--- config.mk ---
export PLATFORM = sky130hd
export DESIGN_NAME = reduceron_result_uart
export DESIGN_NICKNAME = d
export VERILOG_FILES = /design/src/rtl/reduceron_uart_pkg.sv /design/src/rtl/uart_tx_byte.sv /design/src/rtl/reduceron_result_uart.sv
export SDC_FILE = /design/constraint.sdc
export NUM_CORES = 1
export LEC_CHECK = 0
export ABC_CLOCK_PERIOD_IN_PS = 2900
export CORE_MARGIN = 2
export CORE_UTILIZATION = 25
export CTS_CLUSTER_DIAMETER = 100
export CTS_CLUSTER_SIZE = 16
export DETAILED_ROUTE_END_ITERATION = 8
export DONT_BUFFER_PORTS = 1
export HOLD_SLACK_MARGIN = 0.12
export SLEW_MARGIN = 10
export SYNTH_ARGS = -nofsm -noshare
export SYNTH_HDL_FRONTEND = slang
export SYNTH_SLANG_ARGS = --single-unit
--- constraint.sdc ---
create_clock -name clock -period 2.9 [get_ports clock]
set_input_delay 0.58 -clock clock [delete_from_list [all_inputs] [get_ports clock]]
set_output_delay 0.58 -clock clock [all_outputs]
set_load 0.05 [all_outputs]
--- src/rtl/reduceron_uart_pkg.sv ---
// Shared definitions for the Reduceron result reporter.
// Contents: the message length, the ASCII codes used in the report line,
// the nibble-to-hex-character helper and the message FSM state type.
package reduceron_uart_pkg;

    localparam int MSG_LEN = 21;

    localparam logic [7:0] ASCII_R  = 8'h52;
    localparam logic [7:0] ASCII_S  = 8'h53;
    localparam logic [7:0] ASCII_H  = 8'h48;
    localparam logic [7:0] ASCII_EQ = 8'h3D;
    localparam logic [7:0] ASCII_SP = 8'h20;
    localparam logic [7:0] ASCII_CR = 8'h0D;
    localparam logic [7:0] ASCII_LF = 8'h0A;

    typedef enum logic [0:0] {
        ST_IDLE = 1'b0,
        ST_SEND = 1'b1
    } msg_state_e;

    // Uppercase hex digit: 0-9 -> '0'..'9', 10-15 -> 'A'..'F'.
    function automatic logic [7:0] hex_to_ascii(input logic [3:0] nib);
        logic [7:0] ch;
        if (nib < 4'd10) begin
            ch = 8'h30 + {4'h0, nib};
        end else begin
            ch = 8'h37 + {4'h0, nib};
        end
        return ch;
    endfunction

endpackage

--- src/rtl/uart_tx_byte.sv ---
// 8N1 byte serializer with a valid/ready handshake.
// Ports:
//   clock, reset : system clock, synchronous active-high reset
//   valid, data  : byte offered by the parent, taken when valid && ready
//   ready        : high when idle or in the last cycle of the stop bit, so a
//                  following byte starts with no idle gap on the line
//   txd          : registered UART line, idle high
module uart_tx_byte #(
    parameter int BAUD_DIV = 434
) (
    input  logic       clock,
    input  logic       reset,
    input  logic       valid,
    input  logic [7:0] data,
    output logic       ready,
    output logic       txd
);

    localparam logic [15:0] BAUD_LAST = 16'(BAUD_DIV - 1);

    logic        active_r;
    logic [7:0]  shift_r;
    logic [3:0]  bit_cnt_r;   // 0 = start, 1..8 = data, 9 = stop
    logic [15:0] baud_cnt_r;
    logic        txd_r;
    logic        ready_s;

    // Ready whenever idle, or on the final cycle of the stop bit.
    always_comb begin
        ready_s = 1'b0;
        if (!active_r) begin
            ready_s = 1'b1;
        end else if ((bit_cnt_r == 4'd9) && (baud_cnt_r == BAUD_LAST)) begin
            ready_s = 1'b1;
        end else begin
            ready_s = 1'b0;
        end
    end

    // Bit timing, shifting and line drive.
    always_ff @(posedge clock) begin
        if (reset) begin
            active_r   <= 1'b0;
            shift_r    <= 8'h00;
            bit_cnt_r  <= 4'd0;
            baud_cnt_r <= 16'd0;
            txd_r      <= 1'b1;
        end else if (valid && ready_s) begin
            active_r   <= 1'b1;
            shift_r    <= data;
            bit_cnt_r  <= 4'd0;
            baud_cnt_r <= 16'd0;
            txd_r      <= 1'b0;
        end else if (active_r) begin
            if (baud_cnt_r == BAUD_LAST) begin
                baud_cnt_r <= 16'd0;
                if (bit_cnt_r == 4'd9) begin
                    active_r  <= 1'b0;
                    bit_cnt_r <= 4'd0;
                    txd_r     <= 1'b1;
                end else begin
                    bit_cnt_r <= bit_cnt_r + 4'd1;
                    // Next slot is data bit [bit_cnt_r] or, after bit 7, the stop bit.
                    txd_r     <= (bit_cnt_r == 4'd8) ? 1'b1 : shift_r[bit_cnt_r[2:0]];
                end
            end else begin
                baud_cnt_r <= baud_cnt_r + 16'd1;
            end
        end else begin
            txd_r <= 1'b1;
        end
    end

    assign ready = ready_s;
    assign txd   = txd_r;

endmodule

--- src/rtl/reduceron_result_uart.sv ---
// Reports the Reduceron completion values over a UART line.
// On a rising edge of finish (while idle) result/state/heap are captured and
// the line "R=hhhhh S=hh H=hhhh" CR LF is sent as 8N1, bytes back to back.
// Ports:
//   clock, reset        : system clock, synchronous active-high reset
//   result, state, heap : Reduceron completion buses
//   finish              : completion flag (level)
//   txd                 : UART line, idle high
//   busy                : high while a message is in flight
//   done                : sticky, set when a message has completed
module reduceron_result_uart
    import reduceron_uart_pkg::*;
#(
    parameter int BAUD_DIV = 434
) (
    input  logic        clock,
    input  logic        reset,
    input  logic [17:0] result,
    input  logic [6:0]  state,
    input  logic [14:0] heap,
    input  logic        finish,
    output logic        txd,
    output logic        busy,
    output logic        done
);

    localparam logic [4:0] MSG_END_IDX = 5'(MSG_LEN);

    msg_state_e  state_r;
    msg_state_e  state_next_s;
    logic        finish_q_r;
    logic [17:0] snap_result_r;
    logic [6:0]  snap_state_r;
    logic [14:0] snap_heap_r;
    logic [4:0]  byte_idx_r;     // next byte to hand over; MSG_END_IDX once all are queued
    logic        busy_r;
    logic        done_r;

    logic        trigger_s;
    logic        tx_valid_s;
    logic        tx_ready_s;
    logic        tx_accept_s;
    logic        msg_end_s;
    logic [7:0]  tx_byte_s;

    assign trigger_s   = finish && !finish_q_r && (state_r == ST_IDLE);
    assign tx_valid_s  = (state_r == ST_SEND) && (byte_idx_r < MSG_END_IDX);
    assign tx_accept_s = tx_valid_s && tx_ready_s;
    // Serializer is ready again only at the end of the last stop bit.
    assign msg_end_s   = (state_r == ST_SEND) && (byte_idx_r == MSG_END_IDX) && tx_ready_s;

    // Message FSM next-state logic.
    always_comb begin
        state_next_s = state_r;
        case (state_r)
            ST_IDLE: begin
                if (trigger_s) begin
                    state_next_s = ST_SEND;
                end else begin
                    state_next_s = ST_IDLE;
                end
            end
            ST_SEND: begin
                if (msg_end_s) begin
                    state_next_s = ST_IDLE;
                end else begin
                    state_next_s = ST_SEND;
                end
            end
            default: state_next_s = ST_IDLE;
        endcase
    end

    // Message FSM state register.
    always_ff @(posedge clock) begin
        if (reset) begin
            state_r <= ST_IDLE;
        end else begin
            state_r <= state_next_s;
        end
    end

    // Edge detect, snapshots, byte index and status flags.
    always_ff @(posedge clock) begin
        if (reset) begin
            finish_q_r    <= 1'b0;
            snap_result_r <= 18'h00000;
            snap_state_r  <= 7'h00;
            snap_heap_r   <= 15'h0000;
            byte_idx_r    <= 5'd0;
            busy_r        <= 1'b0;
            done_r        <= 1'b0;
        end else begin
            finish_q_r <= finish;
            if (trigger_s) begin
                snap_result_r <= result;
                snap_state_r  <= state;
                snap_heap_r   <= heap;
                byte_idx_r    <= 5'd0;
                busy_r        <= 1'b1;
            end else if (msg_end_s) begin
                busy_r <= 1'b0;
                done_r <= 1'b1;
            end else if (tx_accept_s) begin
                byte_idx_r <= byte_idx_r + 5'd1;
            end
        end
    end

    // Byte selection for the current message position.
    always_comb begin
        tx_byte_s = ASCII_SP;
        case (byte_idx_r)
            5'd0:    tx_byte_s = ASCII_R;
            5'd1:    tx_byte_s = ASCII_EQ;
            5'd2:    tx_byte_s = hex_to_ascii({2'b00, snap_result_r[17:16]});
            5'd3:    tx_byte_s = hex_to_ascii(snap_result_r[15:12]);
            5'd4:    tx_byte_s = hex_to_ascii(snap_result_r[11:8]);
            5'd5:    tx_byte_s = hex_to_ascii(snap_result_r[7:4]);
            5'd6:    tx_byte_s = hex_to_ascii(snap_result_r[3:0]);
            5'd7:    tx_byte_s = ASCII_SP;
            5'd8:    tx_byte_s = ASCII_S;
            5'd9:    tx_byte_s = ASCII_EQ;
            5'd10:   tx_byte_s = hex_to_ascii({1'b0, snap_state_r[6:4]});
            5'd11:   tx_byte_s = hex_to_ascii(snap_state_r[3:0]);
            5'd12:   tx_byte_s = ASCII_SP;
            5'd13:   tx_byte_s = ASCII_H;
            5'd14:   tx_byte_s = ASCII_EQ;
            5'd15:   tx_byte_s = hex_to_ascii({1'b0, snap_heap_r[14:12]});
            5'd16:   tx_byte_s = hex_to_ascii(snap_heap_r[11:8]);
            5'd17:   tx_byte_s = hex_to_ascii(snap_heap_r[7:4]);
            5'd18:   tx_byte_s = hex_to_ascii(snap_heap_r[3:0]);
            5'd19:   tx_byte_s = ASCII_CR;
            5'd20:   tx_byte_s = ASCII_LF;
            default: tx_byte_s = ASCII_SP;
        endcase
    end

    uart_tx_byte #(
        .BAUD_DIV (BAUD_DIV)
    ) u_tx (
        .clock (clock),
        .reset (reset),
        .valid (tx_valid_s),
        .data  (tx_byte_s),
        .ready (tx_ready_s),
        .txd   (txd)
    );

    assign busy = busy_r;
    assign done = done_r;

endmodule

Word-level counts from Yosys, hierarchy flattened

Index checks and enable logic that the tools add are counted.
Widths: inputs -> output; s select.

Bits in registers: 79
Input port bits: 43
Output and inout bits: 3
Logic and storage cells: 125

Add/sub/neg operators: 25
Magnitude comparators: 13
Equality and inequality tests: 23
Multiplexer cells: 32
Bitwise operators: 3
Reduce and logical (&&, ||, !) cells: 16

Operators by type and width:

| cell                  | number |
|---|---|
| $pmux 7 s17           | 1 |
| $add 6x4->7 const A   | 16 |
| $mux 7                | 11 |
| $eq 5x4->1 const B    | 7 |
| $lt 4x4->1 const B    | 8 |
| $eq 5x5->1 const B    | 6 |
| $add 6x3->7 const A   | 4 |
| $add 16x1->16 const B | 1 |
| $eq 16x9->1 const B   | 1 |
| $mux 1                | 16 |
| $mux 16               | 1 |
| $eq 5x3->1 const B    | 3 |
| $add 6x2->7 const A   | 2 |
| $lt 3x4->1 const B    | 3 |
| $eq 5x2->1 const B    | 2 |
| $eq 4x4->1 const B    | 2 |
| $logic_and 1x1->1     | 7 |
| $reduce_and 2->1      | 3 |
| $add 5x1->5 const B   | 1 |
| $eq 5x1->1 const B    | 1 |
| $logic_not 5->1       | 1 |
| $lt 5x5->1 const B    | 1 |
| $add 4x1->4 const B   | 1 |
| $lt 2x4->1 const B    | 1 |
| 9 further kinds       | 12 |

Depth between registers and ports, before layout

Depth after elaboration: 7
Depth in mapped cells: 9
Depth with buffers taken out: 8

Hierarchy

Synthesis repeated with hierarchy kept, for this count alone.

Cells, all modules: 594
Area, all modules: 4573.1 µm²

Modules (own cells, without submodules):

| module                | times used | cells an instance | area an instance (µm²) | sequential area each (µm²) |
|---|---|---|---|---|
| reduceron_result_uart | 1          | 431               | 3153.0                 | 980.9 |
| uart_tx_byte          | 1          | 163               | 1420.1                 | 600.6 |

Least setup slack after synthesis

OpenSTA, ideal clock, no wires.

Path type: register -> register
Start: register byte_idx_r[3]
End: register u_tx.shift_r[0]
Setup time: 0.117 ns
Data arrival time: 1.969 ns
Data required time: 2.783 ns
Slack: 0.814 ns
Stages on the path, launching flop included: 10
Buffers on the path: 2
Period minus slack after synthesis: 2.086 ns
Cells stage by stage: dfxtp_1 buf_2 buf_2 and3_1 ha_1 a32oi_1 o21ai_0 or4_1 nor3_1 o21ai_1

Cells in the longest elaborated chain, start to end: 3
Elaborated cells on any way between the ends: 24
Classes of those cells: 1 x order compare; 18 x eq/ne; 1 x mux; 4 x reduce/logical

RTL lines:

| item                                                                         | RTL line                                         | source |
|---|---|---|
| start: declaration                                                           | reduceron_result_uart.sv:35                      | `logic [4:0] byte_idx_r;` |
| start signal: assignment                                                     | reduceron_result_uart.sv:105                     | `byte_idx_r <= byte_idx_r + 5'd1;` |
| $eq 5x4->1, or another cell as far along                                     | reduceron_result_uart.sv:113                     | `case (byte_idx_r)` |
| $reduce_or 3->1 (no source line) / $logic_and 1x1->1 (equally long branches) | n/a                                              |  |
| $pmux 7 s17 / $logic_and 1x1->1 (equally long branches)                      | reduceron_result_uart.sv:113, uart_tx_byte.sv:48 |  |
| end signal: assignment                                                       | uart_tx_byte.sv:50                               | `shift_r <= data;` |
| end: declaration                                                             | uart_tx_byte.sv:22                               | `logic [7:0] shift_r;` |

Several ways; a longest one is shown, not always the timed one.
A chain may end at the register's enable or synchronous reset.

Worst setup path after layout

Start: register byte_idx_r[3]
End: register u_tx.shift_r[2]

The elaborated chain is that of the path after synthesis.

==> results.json <==
{
  "path_cells": "nor3b_4 -> buf_4 -> nand2_1 -> nor2_1 -> a2111oi_0 -> o2111a_1 -> o21ai_1",
  "synth-edff-count": 0,
  "first_pass_iters": 5,
  "vias_per_cell": 4.89,
  "cp-startpoint": "byte_idx_r[3]$_SDFFE_PP0P_",
  "vdd_drop_max_mv": 0.390,
  "critPathCapture": "u_tx.shift_r[2]$_SDFFE_PP0P_",
  "syn_to_final_growth_pct": 12.8,
  "die_w_um": 138,
  "async_reset_ff_share_pct": 0,
  "synth_area_um2": 4470,
  "final_nets": 631,
  "die_area_um2": 19000,
  "yosys.cell_types.count": 60,
  "slowest_delay_ns": 0.83,
  "netlist_top_cells_area": "dfxtp_1, nand2_1, a21oi_1, ha_1, nor2_1",
  "rsz0062_at_grt": "false",
  "p_int_mw": 2.15,
  "crit_required_ns": 3.15,
  "worst-path-max-fanout": 22,
  "post_cts_buffers": 0,
  "fill_cells": 1872,
  "htree_levels": 3,
  "port_buffers": 0,
  "grt_pass1_vias": 3582,
  "p_seq_share_pct": 41.8,
  "rrSetupSlack_ns": 0.60,
  "max-slew-margin-rel_pct": 47.5,
  "end_kind": "flip-flop",
  "crit_slowest_cell": "dfxtp_1",
  "cp_top_family": "compound AO/OA/AOI/OAI gates",
  "synth.avg_cell_area_um2": 7.62,
  "ys_ff_latch": 78,
  "drtIter0Drc": 295,
  "overflow": 0,
  "comb_power_share_pct": 8.6,
  "synth_fp_nets": 644,
  "cp.arrival_ns": 2.55,
  "fin_tns_setup_ns": 0,
  "hold_class": "in2reg",
  "vias": 3925,
  "power_density_nw_per_um2": 563,
  "leakage_nw": 1.67,
  "antenna_left": 0,
  "yosysMostFrequentCell": "nand2_1",
  "antenna_found_initial": 0,
  "r2r-end": "u_tx.shift_r[2]$_SDFFE_PP0P_",
  "gr-usage-all-layers_pct": 12.3,
  "rows": 48,
  "grt_pass1_wl_um": 18200,
  "antennaDiodeCount": 0,
  "switching_share_pct": 24.2,
  "final_cell_area_um2": 5040,
  "clock_power_share_pct": 49.6,
  "tightest_slew_ns": 0.786,
  "finalCritPeriodShare_pct": 79.3,
  "slew_violations": 0,
  "criticalPathCategory": "reg2reg",
  "dieHeight_um": 138,
  "multi_input_area_um2": 2690,
  "yosysTopAreaCell": "dfxtp_1",
  "status": "completed",
  "finalClockSkew_ns": 0.00881,
  "worstSetupPathDepth": 7,
  "finalNonFillerCells": 803,
  "setup_violations": 0,
  "dp_hpwl_um": 8200,
  "maxCapViolations": 0,
  "drt-total-wl_um": 11000,
  "p_sw_mw": 0.688,
  "numClockSinks": 78,
  "period_needed_ns": 2.30,
  "cts-resized-gates": 0,
  "drc_errors": 0,
  "rr_worst_depth": 7,
  "seqCellArea_um2": 1560,
  "core_area_um2": 17400,
  "dp_cells": 787,
  "clkTransAtPathRegs_ns": 0.07,
  "syn_inst": 586,
  "whs_ns": 0.303,
  "layout-drive-gt1-share_pct": 6.06,
  "cts_inserted_buffers": 9,
  "hold_viol_final": 0,
  "cts_tree": "done",
  "grt_max_degree": 53,
  "pre_cts_ws_ns": 0.645,
  "clock_path_buffers": 2,
  "worstSkewPairLatency_ns": 0.35,
  "gp_congestion": 0.917,
  "fmax_mhz": 435,
  "num_io_pins": 46,
  "cp_num_buf_inv": 1,
  "cts_root_buffer": "clkbuf_16",
  "place_area_um2": 4670,
  "ys_seq_area_share_pct": 34.9,
  "r2r_start": "byte_idx_r[3]$_SDFFE_PP0P_",
  "ys_top_cells_by_count": "nand2_1, dfxtp_1, a21oi_1",
  "synth_top_area_share_pct": 34.9,
  "postCtsHoldBufs": 0,
  "synthFlopType": "dfxtp_1",
  "yosys_warnings": 0,
  "start_util_pct": 25.7,
  "fin_ws_ns": 0.599,
  "cp-start-kind": "flip-flop",
  "post_drt_wl_per_cell_um": 13.7
}
## sequential cells by signal, indices dropped and copies added (netlist names)
register	count
u_tx.baud_cnt_r	16
snap_state_r	7
u_tx.txd	1
u_tx.active_r	1
byte_idx_r	5
snap_heap_r	15
done	1
u_tx.shift_r	7
u_tx.bit_cnt_r	4
finish_q_r	1
state_r	1
snap_result_r	18
busy	1
## placed cells by master, fill, tap and decap left out, types with 4 or more instances in the layout
master     synthesis  layout
a21oi_1           69      69
and4b_1            8       8
nand3b_1           4       4
nand2_1          124     124
inv_1             25      25
nor4b_1            6       6
clkbuf_16          0       9
and2_1             5       5
xnor2_1           16      16
nor3_1             6       6
o22ai_1            9       9
o21ai_0           24      24
nand4_1            5       5
bufinv_16          0       4
dfxtp_1           78      78
nor2_1            44      44
nor2b_1           14      14
xor2_1            12      12
a211oi_1           9       9
and3_1             7       7
buf_4              2       6
nand3_1           15      15
ha_1              15      15
o21ai_1            6       6
## area by class of cell
| class | count | share of cell area, % |
|---|---|---|
| Clock buffer | 9 | 4.47 |
| Clock inverter | 7 | 2.91 |
| Inverter | 25 | 1.86 |
| Multi-Input combinational cell | 453 | 53.3 |
| Sequential cell | 78 | 31.0 |
| Tap cell | 225 | 5.59 |
| Timing Repair Buffer | 6 | 0.894 |
## power groups by stage
stage / Clock, mW / Sequential, mW / Combinational [mW]
2_1_floorplan: 0 / 1.19 / 0.209
3_3_place_gp: 0 / 1.21 / 0.243
3_5_place_dp: 0 / 1.21 / 0.244
4_1_cts: 1.44 / 1.19 / 0.246
5_1_grt: 1.49 / 1.20 / 0.279
6_report: 1.41 / 1.19 / 0.244
## cell families after synthesis
family          share of synthesized area [%]
simple gates                             30.7
compound gates                           18.6
flops                                    34.9
buf+inv                                  4.96
xor+xnor                                 5.49
fa+ha+maj                                4.20
mux                                      1.18
## stage by stage
stage / power (mW) / utilization [%]
final: 2.84 / 29.0
after detailed placement: 1.45 / 26.9
after CTS: 2.87 / 29.0
after global placement: 1.45 / 26.9
after global routing: 2.96 / 29.0
after floorplan: 1.40 / -
## per-layer routing
metal	vias to the layer above	global-route usage (%)	share of wire (%)
li1	2015	-	-
met1	1792	15.4	46
met2	102	20.1	47
met3	16	3.35	4.9
met4	0	4.52	2.1
met5	-	0	0
## worst min path at each step
stage / cells after the start / endpoint / startpoint
detailed placement: 2 / u_tx.shift_r[3]$_SDFFE_PP0P_ / u_tx.shift_r[3]$_SDFFE_PP0P_
CTS: 1 / snap_result_r[6]$_SDFFE_PP0P_ / reset
global route: 1 / snap_result_r[5]$_SDFFE_PP0P_ / reset
global placement: 2 / u_tx.shift_r[4]$_SDFFE_PP0P_ / u_tx.shift_r[4]$_SDFFE_PP0P_
floorplan: 2 / u_tx.shift_r[2]$_SDFFE_PP0P_ / u_tx.shift_r[2]$_SDFFE_PP0P_
finish: 1 / u_tx.active_r$_SDFF_PP0_ / reset
(Power assumes the default switching activity.)
